File: config.mk
export PLATFORM = sky130hd
export DESIGN_NAME = bcd_seg_counter
export DESIGN_NICKNAME = d
export VERILOG_FILES = /design/src/rtl/bcd_seg_counter.sv
export SDC_FILE = /design/constraint.sdc
export NUM_CORES = 1
export LEC_CHECK = 0
export ABC_AREA = 1
export CAP_MARGIN = 5
export CORE_MARGIN = 2
export CORE_UTILIZATION = 30
export CTS_CLUSTER_SIZE = 24
export DETAILED_ROUTE_END_ITERATION = 12
export GPL_TIMING_DRIVEN = 0
export PLACE_DENSITY = 0.47
export SLEW_MARGIN = 20
export SYNTH_ARGS = -nofsm -noshare
export SYNTH_HDL_FRONTEND = slang
export SYNTH_SLANG_ARGS = --single-unit
File: constraint.sdc
create_clock -name clk -period 5.58 [get_ports clk]
set_input_delay 0.837 -clock clk [delete_from_list [all_inputs] [get_ports clk]]
set_output_delay 0.837 -clock clk [all_outputs]
set_load 0.005 [all_outputs]
File: src/rtl/bcd_seg_counter.sv
// Multi-digit BCD up/down counter with programmable prescaler and a scanned 7-segment driver.
// Define BCD_SEG_BLANK_EN to blank leading-zero digits on the display.
module bcd_seg_counter #(
  parameter int          DIGITS    = 4,
  parameter logic [23:0] MAX_COUNT = 24'd10_000_000,
  parameter logic [15:0] SCAN_DIV  = 16'd1000
) (
  input  logic                  clk,
  input  logic                  rst_n,
  input  logic                  en,
  input  logic                  up_dn,
  input  logic                  load,
  input  logic [4*DIGITS-1:0]   load_val,
  input  logic [7:0]            compare_in,
  output logic [4*DIGITS-1:0]   count,
  output logic                  tick,
  output logic                  carry,
  output logic [6:0]            seg,
  output logic [DIGITS-1:0]     dig_sel
);

  localparam logic [2:0]  LAST_IDX  = 3'(DIGITS - 1);
  localparam logic [15:0] SCAN_LAST = SCAN_DIV - 16'd1;

  logic [23:0]         presc;
  logic [23:0]         compare;
  logic                step_now;
  logic [4*DIGITS-1:0] count_step;
  logic [4*DIGITS-1:0] load_clean;
  logic                chain;
  logic [3:0]          nib;
  logic [15:0]         scan_cnt;
  logic [2:0]          idx;
  logic [3:0]          disp_nib;
  logic                blank;

  function automatic logic [6:0] seg_decode(input logic [3:0] d);
    case (d)
      4'd0:    seg_decode = 7'h3F;
      4'd1:    seg_decode = 7'h06;
      4'd2:    seg_decode = 7'h5B;
      4'd3:    seg_decode = 7'h4F;
      4'd4:    seg_decode = 7'h66;
      4'd5:    seg_decode = 7'h6D;
      4'd6:    seg_decode = 7'h7D;
      4'd7:    seg_decode = 7'h07;
      4'd8:    seg_decode = 7'h7F;
      4'd9:    seg_decode = 7'h6F;
      default: seg_decode = 7'h00;
    endcase
  endfunction

  assign compare  = (compare_in == 8'd0) ? MAX_COUNT : {6'b0, compare_in, 10'b0};
  // ">=" so a compare lowered below the running prescaler wraps on the next edge
  assign step_now = (presc >= compare);

  // Ripple carry/borrow chain; chain left high after the top digit means full wrap
  always_comb begin
    count_step = count;
    load_clean = '0;
    chain      = 1'b1;
    nib        = '0;
    for (int k = 0; k < DIGITS; k++) begin
      nib = count[4*k +: 4];
      if (chain) begin
        if (up_dn) begin
          if (nib >= 4'd9) begin
            count_step[4*k +: 4] = 4'd0;
          end else begin
            count_step[4*k +: 4] = nib + 4'd1;
            chain = 1'b0;
          end
        end else begin
          if (nib == 4'd0) begin
            count_step[4*k +: 4] = 4'd9;
          end else begin
            count_step[4*k +: 4] = nib - 4'd1;
            chain = 1'b0;
          end
        end
      end
      load_clean[4*k +: 4] = (load_val[4*k +: 4] > 4'd9) ? 4'd0 : load_val[4*k +: 4];
    end
  end

  always_ff @(posedge clk or negedge rst_n) begin
    if (!rst_n) begin
      presc <= '0;
      count <= '0;
      tick  <= 1'b0;
      carry <= 1'b0;
    end else if (load) begin
      presc <= '0;
      count <= load_clean;
      tick  <= 1'b0;
      carry <= 1'b0;
    end else if (en) begin
      if (step_now) begin
        presc <= '0;
        count <= count_step;
        tick  <= 1'b1;
        carry <= chain;
      end else begin
        presc <= presc + 24'd1;
        tick  <= 1'b0;
        carry <= 1'b0;
      end
    end else begin
      tick  <= 1'b0;
      carry <= 1'b0;
    end
  end

  always_ff @(posedge clk or negedge rst_n) begin
    if (!rst_n) begin
      scan_cnt <= '0;
      idx      <= '0;
    end else if (scan_cnt >= SCAN_LAST) begin
      scan_cnt <= '0;
      idx      <= (idx >= LAST_IDX) ? 3'd0 : idx + 3'd1;
    end else begin
      scan_cnt <= scan_cnt + 16'd1;
    end
  end

  always_comb begin
    disp_nib = '0;
    dig_sel  = '0;
    for (int k = 0; k < DIGITS; k++) begin
      if (idx == 3'(k)) begin
        disp_nib   = count[4*k +: 4];
        dig_sel[k] = 1'b1;
      end
    end
  end

`ifdef BCD_SEG_BLANK_EN
  logic hz;
  // Walk from the top digit down: a digit blanks when it and everything above it is zero
  always_comb begin
    hz    = 1'b1;
    blank = 1'b0;
    for (int k = DIGITS - 1; k >= 0; k--) begin
      hz = hz & (count[4*k +: 4] == 4'd0);
      if ((idx == 3'(k)) && (k != 0)) blank = hz;
    end
  end
`else
  assign blank = 1'b0;
`endif

  assign seg = blank ? 7'h00 : seg_decode(disp_nib);

endmodule

# [Word level (Yosys, flattened, before mapping)]
# Memory sizes are Yosys's and may differ from the RTL's.
# Cells that the tools add are included.
[totals] regBits=61 romBits=112 in_bits=29 out_inout_bits=29 word_cells=107 n_memories=1
[classes] addsub=11 n_lt_le_gt_ge=11 n_eq_ne=3 mux=57 n_reduce_logical=15
[mem_list] name="(no name shown)" depth=16 width=7 rd=1 rd_ports_with_merged_regs=0 wr=0 line_no="38" source="case (d)"
[ops] cell="$mux W24" n=4
[ops] cell="$mux W4" n=23
[ops] cell="$mux W16" n=4
[ops] cell="$mux W1" n=25
[ops] cell="$add A24 B1 Y24 const B" n=1
[ops] cell="$ge A24 B24 Y1" n=1
[ops] cell="$add A16 B1 Y16 const B" n=1
[ops] cell="$add A4 B1 Y4 const B" n=4
[ops] cell="$ge A16 B10 Y1 const B" n=1
[ops] cell="$ge A4 B4 Y1 const B" n=4
[ops] cell="$gt A4 B4 Y1 const B" n=4
[ops] cell="$logic_not A4 Y1" n=4
[ops] cell="$sub A4 B1 Y4 const B" n=4
[ops] cell="$reduce_bool A2 Y1" n=5
[ops] cell="$reduce_and A3 Y1" n=3
[ops] cell="$logic_not A8 Y1" n=1
[ops] cell="$eq A3 B2 Y1 const B" n=2
[ops] cell="$add A3 B1 Y3 const B" n=1
[ops] cell="$eq A3 B1 Y1 const B" n=1
[ops] cell="$ge A3 B2 Y1 const B" n=1
[ops] cell="$logic_not A3 Y1" n=1
[ops] cell="$mux W3" n=1
[ops] cell="$reduce_and A2 Y1" n=1

# [Depth between registers and ports, before layout]
# Gate-level depths: netlist (run 1).
[logic_depth] word_depth=9 ltp_mapped=18 depth_no_buf=17

# [Worst setup path before layout (run 1)]
# OpenSTA, ideal clock, no wires.
[synth_path] path_kind="input-to-reg" start="in compare_in[1]" end="reg count[0]" setup_time_ps=115 arrival_ps=2846 t_required_ps=5465 slack_ps=2619 cell_stages=14 n_path_buf=1 cell_sequence="nor2_1 > inv_1 > nor4_1 > inv_1 > ha_1 > a21oi_1 > nand2_1 > a21oi_4 > nand3_4 > nand2_4 > nand2_4 > buf_12 > nand2_2 > nand2_2"
[synth_via] elab_chain_cells=5
[synth_rtl] item="from (decl)" line_no="14" source="input logic [7:0] compare_in,"
[synth_rtl] item="$logic_not A8 Y1" line_no="53" source="assign compare = (compare_in == 8'd0) ? MAX_COUNT : {6'b0, compare_in, 10'b0};"
[synth_rtl] item="$mux W24 *" line_no="53"
[synth_rtl] item="$ge A24 B24 Y1 *" line_no="55" source="assign step_now = (presc >= compare);"
[synth_rtl] item="$reduce_bool A2 Y1 (no source line) *"
[synth_rtl] item="$reduce_and A2 Y1 (no source line) *"
[synth_rtl] item="to (signal assigned)" line_no="94" source="count <= load_clean;"
[synth_rtl] item="to (signal assigned)" line_no="100" source="count <= count_step;"
[synth_rtl] item="to (decl)" line_no="15" source="output logic [4*DIGITS-1:0] count,"
# Every way passes the cells marked *; elsewhere a longest branch is shown, timed or not.
# A chain may end at the register's enable or synchronous reset.

# [Worst setup path in the final report (run 1)]
[layout_path] start="reg idx[1]" end="out seg[3]"
[layout_via] elab_chain_cells=6 word_cells_on_any_way=9 cone_classes="3 x eq/ne; 4 x mux; 1 x reduce/logical; 1 x memory"
[layout_rtl] item="from (decl)" line_no="33" source="logic [2:0] idx;"
[layout_rtl] item="from (signal assigned)" line_no="120" source="idx <= (idx >= LAST_IDX) ? 3'd0 : idx + 3'd1;"
[layout_rtl] item="$logic_not A3 Y1" line_no="130" source="if (idx == 3'(k)) begin"
[layout_rtl] item="$mux W4 (3 in a row)" line_no="130"
[layout_rtl] item="$mux W4 *" line_no="130"
[layout_rtl] item="$mem_v2 Z16 W7 *"
[layout_rtl] item="to (decl)" line_no="18" source="output logic [6:0] seg,"
# Marks and branches as above.

==> results of run 1 <==
==> cells in the final DEF (no fill, tap or decap), types with 6 or more instances in the layout <==
cell	count
sky130_fd_sc_hd__a21oi_1	14
sky130_fd_sc_hd__buf_2	8
sky130_fd_sc_hd__clkbuf_16	9
sky130_fd_sc_hd__clkdlybuf4s50_1	53
sky130_fd_sc_hd__conb_1	6
sky130_fd_sc_hd__dfrtp_1	61
sky130_fd_sc_hd__ha_1	39
sky130_fd_sc_hd__inv_1	83
sky130_fd_sc_hd__inv_2	9
sky130_fd_sc_hd__nand2_1	195
sky130_fd_sc_hd__nand2_2	11
sky130_fd_sc_hd__nand3_1	80
sky130_fd_sc_hd__nand4_1	27
sky130_fd_sc_hd__nor2_1	72
sky130_fd_sc_hd__nor2_2	14
sky130_fd_sc_hd__nor3_1	10
sky130_fd_sc_hd__nor4_1	6
sky130_fd_sc_hd__o21ai_0	33
sky130_fd_sc_hd__xor2_1	17
==> registers in the layout, indices dropped and copies added (netlist names) <==
name / count
idx: 3
carry: 1
tick: 1
presc: 24
scan_cnt: 16
count: 16
==> per-stage QoR <==
step	power [W]	instance area (um2)	utilization [%]
5_1_grt	0.002067	6259	37.74
4_1_cts	0.001942	6259	37.74
2_1_floorplan	0.0009638	5091	-
6_report	0.001913	6259	37.74
3_3_place_gp	0.001298	5907	35.62
3_5_place_dp	0.001311	5932	35.77
==> worst max path at each step <==
| stage | slack [ns] | end |
|---|---|---|
| 2_1_floorplan | 2.62 | count[0]$_DFFE_PN0P_ |
| 3_3_place_gp | 1.42 | count[2]$_DFFE_PN0P_ |
| 3_5_place_dp | 1.39 | presc[21]$_DFFE_PN0P_ |
| 4_1_cts | 1.65 | seg[3] |
| 5_1_grt | 1.38 | seg[3] |
| 6_report | 1.69 | seg[3] |
==> cells by family (layout without fill, tap and decap cells) <==
family                   count (synthesis)  after routing
AO/OA/AOI/OAI                           63             63
XOR/XNOR                                21             21
flip-flops                              61             61
other                                    1              6
buffers and inverters                  112            183
adder cells (fa/ha/maj)                 39             39
AND/OR/NAND/NOR                        435            435
==> worst max-delay path, cell delays in order (launching register included) <==
cell and delay, ns:
sky130_fd_sc_hd__dfrtp_1 0.40, sky130_fd_sc_hd__inv_1 0.12, sky130_fd_sc_hd__ha_1 0.21, sky130_fd_sc_hd__inv_1 0.09, sky130_fd_sc_hd__nor2_2 0.17, sky130_fd_sc_hd__nand2_1 0.07
sky130_fd_sc_hd__o21ai_0 0.08, sky130_fd_sc_hd__nand2_1 0.08, sky130_fd_sc_hd__a22oi_2 0.27, sky130_fd_sc_hd__inv_1 0.13, sky130_fd_sc_hd__ha_1 0.30, sky130_fd_sc_hd__o21ai_0 0.16
sky130_fd_sc_hd__nand2_1 0.07, sky130_fd_sc_hd__nand2_1 0.07, sky130_fd_sc_hd__clkdlybuf4s50_1 0.50
==> metal layers <==
metal  vias up  track usage, %  wire length, um
li1       2517               -                -
met1      2277           23.08             6940
met2       105           26.67             6572
met3        19           3.553              662
met4         0           5.029              211
met5         -               0                0
==> final cells by class <==
type,count,area (um2)
Tap cell,220,275.3
Sequential cell,61,1526
Clock inverter,5,83.83
Inverter,92,345.3
Multi-Input combinational cell,564,3088
Buffer,20,131.4
Clock buffer,11,242.7
Timing Repair Buffer,55,565.5
Fill cell,1791,10320
==> report_power, final <==
part,total [W],switching (W),internal [W]
Sequential,0.000522,0.0000493,0.000473
Combinational,0.000774,0.000410,0.000365
Clock,0.000616,0.000212,0.000404
==> implementation parameters, run 1 <==
Parameter                              Value

Status
  Outcome    finished, final reports clean

Clock network
  Clock tree from TritonCTS    done
  CTS Buf Count    9
  Number of clock sinks    61
  Clock slew at the register clock pins of the worst setup and hold paths    0.05 ns
  Worst-Skew Late Latency    0.34 ns
  Setup repair bufs after CTS    0
  Max H-tree Level    3
  Root Driver    sky130_fd_sc_hd__clkbuf_16
  Count of instances resized after the clock tree is built    0
  Hold buffer count at CTS    0
  Clock Tree Buf Depth    2

Place
  Cell total after placement    1012
  HPWL after detailed placement    11130 um
  RD Place Congestion    0.8769
  Post-placement setup slack    1.392 ns
  Number of buffer cells added on primary ports    54

STA
  Worst clock skew    0.007197 ns
  Measured slew at the worst slew-check pin    0.9454 ns
  Number of pins exceeding their max-slew limit in the final report    0
  Final period demand of the worst path    3.892 ns
  Post-layout worst setup margin    1.688 ns
  Final worst-path cycle share    69.76%
  Setup violations, final    0
  Worst rel slew slack    36.39%
  Final Hold Viols    0
  Sum of negative setup slack    0 ns
  Hold slack final    0.3611 ns
  Setup repair after global routing missed its margin    no
  Max Clock Freq    256.9 MHz

Yosys
  Simple logic cell fraction of the synthesized area    39.96%
  Gate count of the mapped netlist    732
  Warning count from the yosys run    0
  Share of synthesized registers carrying an async set or reset    100.0%
  Combinational family with the most area after synthesis    simple AND/OR/NAND/NOR gates
  Prevailing post-synth register cell    sky130_fd_sc_hd__dfrtp_1
  Post-synth top area cell    sky130_fd_sc_hd__dfrtp_1
  Yosys reg bits    61
  Adder-Cell Fraction of Synth Area    9.620%
  Post-Synthesis Cell Area    5072 um2
  Post-synthesis share of cell area spent on xor and xnor gates    3.626%
  Top cell type's share of synthesized area    30.09%
  Mean post-synth cell area    6.929 um2
  Compound-Gate Fraction of Synth Area    7.227%
  Seq/Total Area, Yosys    30.09%
  Number of different library cells in the post-synthesis netlist    45
  Main area contributors after synthesis    sky130_fd_sc_hd__dfrtp_1 (30%), sky130_fd_sc_hd__nand2_1 (14%), sky130_fd_sc_hd__ha_1 (9.6%)
  Top cells by instance count after synthesis    sky130_fd_sc_hd__nand2_1 (195), sky130_fd_sc_hd__inv_1 (83), sky130_fd_sc_hd__nand3_1 (80), sky130_fd_sc_hd__nor2_1 (72), sky130_fd_sc_hd__dfrtp_1 (61)
  Number of synthesized flops with an enable pin    0
  Count leader, synth    sky130_fd_sc_hd__nand2_1
  Fraction of synthesized area in multiplexers    0%

Floorplan
  Top Ports    58
  Initial core utilization    30.59%
  Die extent in y    134.0 um
  Horiz. Die Dim    134.0 um
  Core area    16580 um2
  Die area    17960 um2
  Row count    47

Setup path
  CP startpoint kind    register
  Required time of the critical path    4.74 ns
  Terminus of the critical flop-to-flop path    count[12]$_DFFE_PN0P_
  Flop2flop setup slack    3.41 ns
  Largest driver fanout on the critical path    6
  Endpoint class of the critical path    primary output
  Worst Setup Path Type    register to primary output
  Setup crit start    idx[1]$_DFFE_PN0N_
  Reg2Reg Depth    10
  Reg-to-Reg Start    count[4]$_DFFE_PN0P_
  Data arrival time of the critical path    3.06 ns

Global route
  Maximum number of pins on one net before global-route repair    48
  Wire length of the first global-routing pass    24020 um
  Number of global-route vias before repair    4782
  Antenna violations before repair    0
  Gr ovfl total    0
  Global-route total usage across every layer    16.81%

Run
  Number of violations of the max-capacitance limit    0

Cells and area
  Final #Nets    871
  Area added between synthesis and finish    23.38%
  Final instance count without filler cells    1028
  Fraction of final layout cells sized beyond drive strength 1    10.15%
  Ant diodes    0

Power and ir drop
  Static Leakage    3.042 nW
  Power per unit of standard cell area    305.7 nW/um2
  Maximum vdd drop    0.2862 mV

Route
  Drt total wl    14390 um
  Iteration-0 DRC Markers    290
  Antenna-violating nets left    0
  Number of vias per cell    4.784
  Average wire per cell in the routed design    14.00 um
  DR vias    4918
  DR pass1 iterations    5
  Remaining DRCs    0

Worst hold path
  Path type of the worst min-delay path    primary input to asynchronous set/reset pin
Note: power is estimated with default switching activity, not from simulation.
==> run 2: changes to the inputs <==
--- a/config.mk
+++ b/config.mk
@@ -12,7 +12,7 @@
 export CTS_CLUSTER_SIZE = 24
 export DETAILED_ROUTE_END_ITERATION = 12
 export GPL_TIMING_DRIVEN = 0
-export PLACE_DENSITY = 0.47
+export PLACE_DENSITY = 0.49
 export SLEW_MARGIN = 20
 export SYNTH_ARGS = -nofsm -noshare
 export SYNTH_HDL_FRONTEND = slang
==> constraint.sdc (replaced) <==
create_clock -name clk -period 3.2 [get_ports clk]
set_input_delay 0.48 -clock clk [delete_from_list [all_inputs] [get_ports clk]]
set_output_delay 0.48 -clock clk [all_outputs]
set_load 0.005 [all_outputs]
==> implementation parameters, run 2 (same netlist as run 1, synthesis figures left out) <==
Parameter                              Value

Route
  Average wire per cell in the routed design    14.23 um
  Remaining DRCs    0
  Drt total wl    14830 um
  Number of vias per cell    4.815
  Iteration-0 DRC Markers    245
  Antenna-violating nets left    0
  DR pass1 iterations    5
  DR vias    5017

Cells and area
  Ant diodes    0
  Most frequent cells in the layout    sky130_fd_sc_hd__nand2_1 (195), sky130_fd_sc_hd__nand3_1 (80), sky130_fd_sc_hd__inv_1 (78), sky130_fd_sc_hd__nor2_1 (72), sky130_fd_sc_hd__dfrtp_1 (60)
  Fraction of final layout cells sized beyond drive strength 1    12.90%
  Final #Nets    885
  Register containing the most flip-flops in the final layout    presc
  Area added between synthesis and finish    27.23%
  Flip-flop count of the largest register, all copies and words added    24
  Core Util, Final    38.92%
  Largest registers ranked by flip-flop count    presc: 24 flops, count: 16 flops, scan_cnt: 16 flops
  Flip-flop and latch area    1528 um2
  Most common library cell in the layout ignoring fill and taps    sky130_fd_sc_hd__nand2_1
  Fillcell total    1802
  Multi-input gate area in the final layout    3146 um2

Global route
  Maximum number of pins on one net before global-route repair    56
  Wire length of the first global-routing pass    24990 um
  Global-route total usage across every layer    17.37%
  Gr ovfl total    0
  Number of global-route vias before repair    5016
  Antenna violations before repair    0

Power and ir drop
  Static Leakage    3.163 nW
  Maximum vdd drop    0.3515 mV
  Clk network pwr share    31.9%
  Switching Share    34.66%
  Internal    0.002333 W
  Proportion of power drawn by flip-flops and latches    25.7%
  Proportion of power drawn by combinational gates    42.4%
  Power per unit of standard cell area    553.1 nW/um2
  Switching component of the power    0.001237 W

Clock network
  Clock tree from TritonCTS    done
  Clock slew at the register clock pins of the worst setup and hold paths    0.05 ns
  CTS Buf Count    9
  Number of clock sinks    61
  Clock Tree Buf Depth    2
  Max H-tree Level    3
  Root Driver    sky130_fd_sc_hd__clkbuf_16
  Worst-Skew Late Latency    0.34 ns

STA
  Final worst-path cycle share    95.31%
  Final period demand of the worst path    3.050 ns
  Setup repair after global routing missed its margin    no
  Worst rel slew slack    60.39%
  Number of pins exceeding their max-slew limit in the final report    0
  Worst clock skew    0.005867 ns
  Setup violations, final    0
  Final Hold Viols    0
  Max Clock Freq    327.9 MHz
  Measured slew at the worst slew-check pin    0.5941 ns
  Hold slack final    0.4652 ns

Floorplan
  Row count    47
  Initial core utilization    30.59%
  Die extent in y    134.0 um
  Top Ports    58
  Horiz. Die Dim    134.0 um
  Die area    17960 um2
  Core area    16580 um2

Place
  HPWL after detailed placement    11180 um
  Number of buffer cells added on primary ports    54
  RD Place Congestion    0.8823

Setup path
  Critical Path, Cell by Cell    buf_4, ha_2, ha_4, inv_4, o21ai_0, inv_1, a22oi_2, buf_4, ha_1, nand2_1, nand2_1, clkdlybuf4s50_1
  Worst Setup Path Type    register to primary output
  Endpoint class of the critical path    primary output
  Reg2Reg Depth    10
  Largest driver fanout on the critical path    6
  Data arrival time of the critical path    2.57 ns
  Required time of the critical path    2.72 ns
  CP max stage cell    sky130_fd_sc_hd__clkdlybuf4s50_1
  CP startpoint kind    register
  Delay of the slowest cell on the worst path    0.49 ns

Worst hold path
  Cell count of the worst hold path    1
  Path type of the worst min-delay path    register to register

Run
  Number of violations of the max-capacitance limit    0

Status
  Outcome    finished, final reports clean
run 2: cell count changes in the layout (fill, tap and decap cells not counted), sizes merged:
cell           delta
dlygate4sd2       +1
clkdlybuf4s50     -6
buf              +13
clkinvlp          -2
clkbuf            +1
dlygate4sd3       +1
dlymetal6s2s      +5
bufinv            +1
run 2: critical path: cells and delay by family (launching register included):
family | cells | cell delay (ns)
AO/OA/AOI/OAI | 2 | 0.29
buffers and inverters | 5 | 0.92
AND/OR/NAND/NOR | 2 | 0.14
flip-flops | 1 | 0.40
adder cells (fa/ha/maj) | 3 | 0.49
run 2: power groups by stage:
stage	combinational (W)	sequential (W)	clock, W
3_3_place_gp	0.00135	0.000920	0
2_1_floorplan	0.000782	0.000898	0
4_1_cts	0.00148	0.000917	0.00116
5_1_grt	0.00170	0.000925	0.00119
3_5_place_dp	0.00138	0.000923	0
6_report	0.00152	0.000917	0.00114
run 2: through the flow:
| stage | instances | TNS [ns] | area, um2 | total power, W | worst slack (ns) |
|---|---|---|---|---|---|
| after floorplan | 737 | 0 | 5091 | 0.001681 | 0.5964 |
| after global placement | 1011 | -52.34 | 5907 | 0.002271 | -0.6357 |
| after detailed placement | 1012 | -26.71 | 5932 | 0.002299 | -0.6889 |
| after CTS | 1035 | -0.2255 | 6371 | 0.003560 | -0.1238 |
| after global routing | 1042 | 0 | 6454 | 0.003818 | 0.006019 |
| final | 1042 | 0 | 6454 | 0.003570 | 0.1502 |
run 2: layout make-up:
class,instances,area share [%]
multi-input combinational,564,48.74
buffer,20,2.036
sequential,61,23.67
inverter,92,5.390
timing repair buffer,69,10.60
clock buffer,12,3.819
clock inverter,4,1.473
tap,220,4.265
run 2: repair_timing:
item | 4_1_cts | 5_1_grt
resized for setup | 18 | 11
endpoints found under the hold margin | 6 | 0
setup endpoints to repair | 49 | 49
hold buffers | 1 | 0
pin swaps | 2 | 5
setup buffers | 6 | 7
run 2: final timing paths:
check                                      start               endpoint  slack, ns
setup / recovery              idx[0]$_DFFE_PN0N_                 seg[4]       0.15
hold / removal             scan_cnt[0]$_DFF_PN0_  scan_cnt[0]$_DFF_PN0_       0.47
setup reg to reg            count[4]$_DFFE_PN0P_  count[13]$_DFFE_PN0P_       0.95
hold reg to reg            scan_cnt[0]$_DFF_PN0_  scan_cnt[0]$_DFF_PN0_       0.47
max in group asynchronous                  rst_n  presc[21]$_DFFE_PN0P_       2.21
min in group asynchronous                  rst_n  scan_cnt[2]$_DFF_PN0_       0.49
run 2: layer usage:
metal | global-route usage (%) | vias to the layer above | part of all wire (%)
met5 | 0 | - | 0
met4 | 4.327 | 0 | 1.1
met3 | 4.271 | 13 | 5.0
met2 | 28.21 | 98 | 46
met1 | 23.30 | 2359 | 48
li1 | - | 2547 | -
